$ cat src/rtl/ring_seq_monitor.sv
// ring_seq_monitor: decodes a one-hot ring code and checks its rotation.
// Locks after LOCK_CNT in-sequence steps and keeps a saturating error count.
module ring_seq_monitor #(
   parameter int N        = 4,
   parameter int IDX_W    = 2,
   parameter int LOCK_CNT = 2,
   parameter int ERR_W    = 8
) (
   input  logic             clk,
   input  logic             rst,
   input  logic [N-1:0]     ring_in,
   input  logic             ring_vld,
   output logic [IDX_W-1:0] idx,
   output logic             idx_vld,
   output logic             onehot_err,
   output logic             seq_err,
   output logic             locked,
   output logic [ERR_W-1:0] err_cnt
);

   typedef enum logic {
      HUNT,
      LOCKED
   } state_t;

   localparam logic [IDX_W-1:0] LAST = IDX_W'(N - 1);
   localparam logic [3:0]       LCNT = 4'(LOCK_CNT);
   localparam logic [N-1:0]     ONE  = N'(1);

   state_t           state, state_n;
   logic [3:0]       mcnt, mcnt_n;
   logic [IDX_W-1:0] prev, prev_n;
   logic             has_prev, has_prev_n;

   logic [IDX_W-1:0] idx_n;
   logic             idx_vld_n;
   logic             onehot_err_n;
   logic             seq_err_n;
   logic             locked_n;
   logic [ERR_W-1:0] err_cnt_n;

   logic             is_onehot;
   logic [IDX_W-1:0] dec;
   logic [IDX_W-1:0] exp_idx;
   logic             in_seq;
   logic [3:0]       mcnt_inc;
   logic [ERR_W-1:0] err_inc;

   // Decode the sample and derive the expected successor of prev.
   always_comb begin
      dec = '0;
      for (int i = 0; i < N; i++) begin
         if (ring_in[i]) dec = IDX_W'(i);
      end
      is_onehot = (ring_in != '0) &&
                  ((ring_in & (ring_in - ONE)) == '0);
      exp_idx   = (prev == '0) ? LAST : prev - 1'b1;
      in_seq    = (dec == exp_idx);
      mcnt_inc  = mcnt + 4'd1;
      err_inc   = (err_cnt == '1) ? err_cnt : err_cnt + 1'b1;
   end

   // Next-state and registered-output computation.
   always_comb begin
      state_n      = state;
      mcnt_n       = mcnt;
      prev_n       = prev;
      has_prev_n   = has_prev;
      idx_n        = idx;
      idx_vld_n    = 1'b0;
      onehot_err_n = 1'b0;
      seq_err_n    = 1'b0;
      locked_n     = locked;
      err_cnt_n    = err_cnt;

      if (ring_vld) begin
         if (!is_onehot) begin
            onehot_err_n = 1'b1;
            err_cnt_n    = err_inc;
            state_n      = HUNT;
            mcnt_n       = '0;
            has_prev_n   = 1'b0;
            locked_n     = 1'b0;
         end else begin
            idx_vld_n  = 1'b1;
            idx_n      = dec;
            prev_n     = dec;
            has_prev_n = 1'b1;
            unique case (state)
               HUNT: begin
                  if (!has_prev) begin
                     mcnt_n = '0;
                  end else if (in_seq) begin
                     mcnt_n = mcnt_inc;
                     if (mcnt_inc == LCNT) begin
                        state_n  = LOCKED;
                        locked_n = 1'b1;
                     end
                  end else begin
                     mcnt_n = '0;
                  end
               end
               LOCKED: begin
                  if (!in_seq) begin
                     seq_err_n = 1'b1;
                     err_cnt_n = err_inc;
                     state_n   = HUNT;
                     mcnt_n    = '0;
                     locked_n  = 1'b0;
                  end
               end
               default: begin
                  state_n  = HUNT;
                  mcnt_n   = '0;
                  locked_n = 1'b0;
               end
            endcase
         end
      end
   end

   // State and output registers; reset overrides everything.
   always_ff @(posedge clk) begin
      if (rst) begin
         state      <= HUNT;
         mcnt       <= '0;
         prev       <= '0;
         has_prev   <= 1'b0;
         idx        <= '0;
         idx_vld    <= 1'b0;
         onehot_err <= 1'b0;
         seq_err    <= 1'b0;
         locked     <= 1'b0;
         err_cnt    <= '0;
      end else begin
         state      <= state_n;
         mcnt       <= mcnt_n;
         prev       <= prev_n;
         has_prev   <= has_prev_n;
         idx        <= idx_n;
         idx_vld    <= idx_vld_n;
         onehot_err <= onehot_err_n;
         seq_err    <= seq_err_n;
         locked     <= locked_n;
         err_cnt    <= err_cnt_n;
      end
   end

endmodule

$ cat config.mk
export PLATFORM = sky130hd
export DESIGN_NAME = ring_seq_monitor
export DESIGN_NICKNAME = d
export VERILOG_FILES = /design/src/rtl/ring_seq_monitor.sv
export SDC_FILE = /design/constraint.sdc
export NUM_CORES = 1
export LEC_CHECK = 0
export ABC_AREA = 1
export BUFFER_PORTS_ARGS = -buffer_cell sky130_fd_sc_hd__buf_4
export CORE_MARGIN = 1
export CORE_UTILIZATION = 58
export DETAILED_ROUTE_END_ITERATION = 10
export PLACE_DENSITY = 0.82
export SLEW_MARGIN = 20
export SYNTH_ARGS = -nofsm -noshare
export SYNTH_HDL_FRONTEND = slang
export SYNTH_SLANG_ARGS = --single-unit
export TNS_END_PERCENT = 10
$ cat constraint.sdc
create_clock -name clk -period 2.5 [get_ports clk]
set_clock_uncertainty 0.05 [all_clocks]
set_input_delay 0.5 -clock clk [delete_from_list [all_inputs] [get_ports clk]]
set_output_delay 0.5 -clock clk [all_outputs]
set_load 0.005 [all_outputs]
# Word-level counts from Yosys, hierarchy flattened
# Cells that the tools add are included.
word_totals:
  register_bits: 20
  in_bits: 7
  out_inout_bits: 14
  wordCells: 64
op_classes:
  n_addsub: 4
  n_eq_ne: 9
  muxes: 28
  n_bitwise: 4
  n_reduce_logical: 10
ops:
  columns: ["cell", "count"]
  rows:
  - ["two-way mux 8 bit", 4]
  - ["two-way mux 4 bit", 4]
  - ["two-way mux 1 bit", 14]
  - ["inequality test 3 bit (second input constant)", 4]
  - ["adder 8 x 1 -> 8 bit (second input constant)", 1]
  - ["equality test 8 bit (second input constant)", 1]
  - ["one-hot mux 4 bit (2 select lines)", 1]
  - ["two-way mux 2 bit", 3]
  - ["AND reduction 5 bit", 1]
  - ["adder 4 x 1 -> 4 bit (second input constant)", 1]
  - ["bitwise AND 4 bit", 1]
  - ["equality test 4 x 2 -> 1 bit (second input constant)", 1]
  - ["logical NOT 4 bit", 1]
  - ["inequality test 2 bit (second input constant)", 2]
  - ["one-hot mux 1 bit (2 select lines)", 2]
  - ["AND reduction 2 bit", 2]
  - ["nonzero test 4 bit", 1]
  - ["OR reduction 4 bit", 1]
  - ["subtractor 4 x 1 -> 4 bit (second input constant)", 1]
  - ["NOT 1 bit", 3]
  - ["AND reduction 3 bit", 1]
  - ["equality test 2 bit", 1]
  - ["logical NOT 2 bit", 1]
  - ["OR reduction 2 bit", 1]
  - ["other kinds (2)", 2]

# Longest topological paths before layout
depth:
  word_depth: 8
  depth_mapped: 13
  mapped_depth_nobuf: 13

# Worst setup path before layout
# No wires, ideal clock.
synth_path:
  kind: "register -> register"
  from: "reg prev[0]"
  to: "reg mcnt[0]"
  setup_ns: 0.114
  arrival_time_ns: 1.337
  required_ns: 2.336
  slack_ns: 0.999
  stages_incl_launch_ff: 13
  n_path_buf: 0
  synth_period_minus_slack_ns: 1.501
  cell_sequence: "dfxtp_1 inv_1 ha_1 inv_1 nand2_1 nand2_2 inv_2 nor2_4 nand2_2 nand2_4 nand2_1 nand2_1 nor2_1"
synth_via:
  elab_chain_len: 7
  word_cells_on_any_way: 10
  cone_classes: "add/sub: 1; eq/ne: 2; mux: 5; reduce/logical: 2"
synth_rtl:
  columns: ["element", "line_no", "rtl"]
  rows:
  - ["start: declaration", "32", "logic [IDX_W-1:0] prev, prev_n;"]
  - ["start signal: assignment", "138", "prev <= prev_n;"]
  - ["subtractor 2 x 1 -> 2 bit / logical NOT 2 bit (equally long branches)", "57", "exp_idx = (prev == '0) ? LAST : prev - 1'b1;"]
  - ["two-way mux 2 bit *", "57", null]
  - ["equality test 2 bit *", "58", "in_seq = (dec == exp_idx);"]
  - ["two-way mux 4 bit", "93", "end else if (in_seq) begin"]
  - ["two-way mux 4 bit", "91", "if (!has_prev) begin"]
  - ["one-hot mux 4 bit (2 select lines)", "89", "unique case (state)"]
  - ["two-way mux 4 bit", "77", "if (!is_onehot) begin"]
  - ["end signal: assignment", "137", "mcnt <= mcnt_n;"]
  - ["end: declaration", "31", "logic [3:0] mcnt, mcnt_n;"]
# Every way passes the cells marked *; elsewhere a longest branch is shown, timed or not.
# A chain may end at the register's enable or synchronous reset.

# Worst setup path after layout
layout_path:
  from: "reg prev[0]"
  to: "reg mcnt[1]"
# Same word-level chain as after synthesis.

==> reports/results.md <==
- 0.000667 uW — leakage
- 15 — row count
- 20 — sinks on the clock net
- 20 — Seq cells post-synth
- 22 — number of violations reported at the end of detailed-routing iteration 0
- sky130_fd_sc_hd__nand2_1 (37), sky130_fd_sc_hd__dfxtp_1 (20), sky130_fd_sc_hd__nor2_1 (18) — Post-synth top cells
- 25 — count of distinct cell types in the synthesized netlist
- 0 — cells resized by post-CTS repair
- 63.9% — fin crit share
- 20 — number of buffers added on ports
- 4 — DR pass1 iterations
- completed — status
- 1600 ps — minimum period implied by the final worst setup slack
- 370 ps — slowest stage delay, CP
- 110 ps — clock transition at the registers of the reported paths
- 0.00139 mm^2 — total non-filler cell area in the finished layout
- 208 — number of placed instances, taps included
- sky130_fd_sc_hd__nand2_1 — Critical Path Most Common Cell
- flop to flop — class of the most critical setup path
- sky130_fd_sc_hd__dfxtp_1 — largest area contributor in the netlist
- 0.00118 mm^2 — post-synthesis instance area
- 0 — n_diodes
- 2 — worst-case clock buffer depth
- 21 — top-level I/O count
- flop — Setup crit end kind
- 0 — Post-CTS Hold Fix Bufs
- 47.1 um — die outline width
- 8 — maximum fanout count along the critical path
- 1760 ps — CP arrival
- 3 — number of buffers added by the clock tree synthesis step
- 0 — total gr overflow
- 0 — number of routed nets with antenna violations
- sky130_fd_sc_hd__dfxtp_1 — Crit-path slowest cell
- 0 — final setup fails
- 47.1 um — height of the die
- 154 — Filler Cell Count
- 0 — number of antenna violations at the first check in global routing
- 1.77 mm — Post-DP HPWL
- 0 — number of hold violations in the final report
- 10.9 um — routed len/inst
- 0 — synth warn
- 975 — vias in the first global route
- 1073 — vias after detailed routing
- 0.378 mV — largest vdd supply drop
- 34.0% — Yosys top cell area share
- 0.00182 mm^2 — Floorplan Core Area
- 0.00136 mm^2 — Cell Area, Placed
- 681 uW — Design Power
- 310 ps — clock network latency to the later pin of the worst-skew pair
- 315 ps — slew at the pin closest to its max-slew limit
- 199 — Post-layout nets
- 34.0% — sequential cell area fraction in the yosys report
- 7.19 um^2 — average footprint of a synthesized cell
- 0.824 — RePlAce Congestion
- sky130_fd_sc_hd__dfxtp_1 — predominant post-synthesis flop cell
- 0 — DRC violation count after routing
- done — TritonCTS clock tree
- inv_1 -> ha_1 -> inv_1 -> nand2_1 -> nand2_2 -> inv_2 -> nor2_4 -> nand2_2 -> nand2_4 -> nand2_1 -> nand2_1 -> nor2_1 — crit-path cells
- 626 MHz — achievable frequency
- 78.8% — worst slew margin relative to its limit
- 0 — total count of max-transition violations in the final report
- 3.71 mm — first-pass GRT wire length
- sky130_fd_sc_hd__dfxtp_1 (34%), sky130_fd_sc_hd__nand2_1 (12%), sky130_fd_sc_hd__a21oi_1 (5.9%), sky130_fd_sc_hd__nor2_1 (5.7%), sky130_fd_sc_hd__inv_1 (5.4%) — top post-synthesis cells by area
- 0 — Post-CTS Setup Bufs
- 1 — number of H-tree levels
- 5.06 — average vias per placed instance
- no — RSZ-0062 raised after global routing
- flop — Startpoint Class
- 2.32 mm — Detailed Route WL
- sky130_fd_sc_hd__nand2_1 — top-count cell post-synth
- 0 — number of enable-type register cells in the synthesized netlist
- 24.0% — overall global routing resource usage
- 212 — Non-Filler Instances
- sky130_fd_sc_hd__clkbuf_4 — clock tree root driver cell
- 0.00222 mm^2 — Die Footprint
- 64.7% — Initial Utilization
- input port to flop — min-delay worst type
- 0 ps — Sum Neg Setup Slack
- 18.2% — area delta synth->final
- 164 — cells after synthesis
- 2670 ps — Worst EP required
- 489 mW/mm^2 — PwrDens
- 0% — asr flop ratio synth
- 0 — number of maximum-capacitance violations
- 12 — maximum number of pins on one net before global-route repair
- 175 — syn_nets
- 27.3% — fraction of final layout cells with drive strength greater than 1
layout make-up:
class                      instances  area, um^2  area share, %
clock buffer                       4        36.3           2.61
inverter                          24        90.1           6.47
multi-input combinational        119         684           49.1
sequential                        20         400           28.8
tap                               25        31.3           2.25
timing repair buffer              20         150           10.8
logic make-up after synthesis:
family	count (synthesis)	share of synthesized area, %
AND/OR/NAND/NOR	88	39.5
XOR/XNOR	8	5.95
AO/OA/AOI/OAI	19	8.39
buffers and inverters	25	7.96
adder cells (fa/ha/maj)	4	4.25
flip-flops	20	34.0
registers in the layout (all words and copies together), names as in the netlist:
signal      count
err_cnt         8
mcnt            4
prev            2
has_prev        1
idx_vld         1
locked          1
onehot_err      1
seq_err         1
state           1
power by group:
part	total (uW)	internal [uW]	switching, uW
Sequential	343	332	10.9
Combinational	146	56.4	89.5
Clock	192	89.0	103
through the flow:
stage,hold WS (ps),util [%],worst slack [ps]
after global placement,384,74.5,879
after floorplan,392,-,999
after detailed placement,387,74.5,847
final,395,76.5,902
after CTS,385,76.5,885
after global routing,391,76.5,671
worst paths after layout:
path,start,endpoint,slack (ps),depth (start not counted)
hold / removal,rst,has_prev,400,2
setup / recovery,prev[0],mcnt[1],900,12
hold reg to reg,locked,locked,400,2
setup reg to reg,prev[0],mcnt[1],900,12
cells in the final DEF (no fill, tap or decap), drive strengths merged:
| cell type | n |
|---|---|
| nand3 | 10 |
| nor3 | 2 |
| nor4 | 1 |
| nor2 | 21 |
| nand2 | 52 |
| buf | 20 |
| clkbuf | 4 |
| xnor2 | 2 |
| nand4 | 1 |
| clkinv | 1 |
| inv | 23 |
| dfxtp | 20 |
| ha | 4 |
| xor2 | 6 |
| nor3b | 1 |
| a21oi | 15 |
| o21ai | 4 |
metal layers:
metal	up-vias	wire length, um	GRT usage [%]
met2	29	1170	43.9
met5	-	0	0
li1	558	-	-
met1	481	1030	26.6
met4	0	35	12.0
met3	5	86	3.85
critical path, delay by kind of cell, from the launching register on:
kind	cells	cell delay [ps]
simple gates	8	620
buf+inv	3	160
fa+ha+maj	1	300
flops	1	370
(Power assumes the default switching activity.)
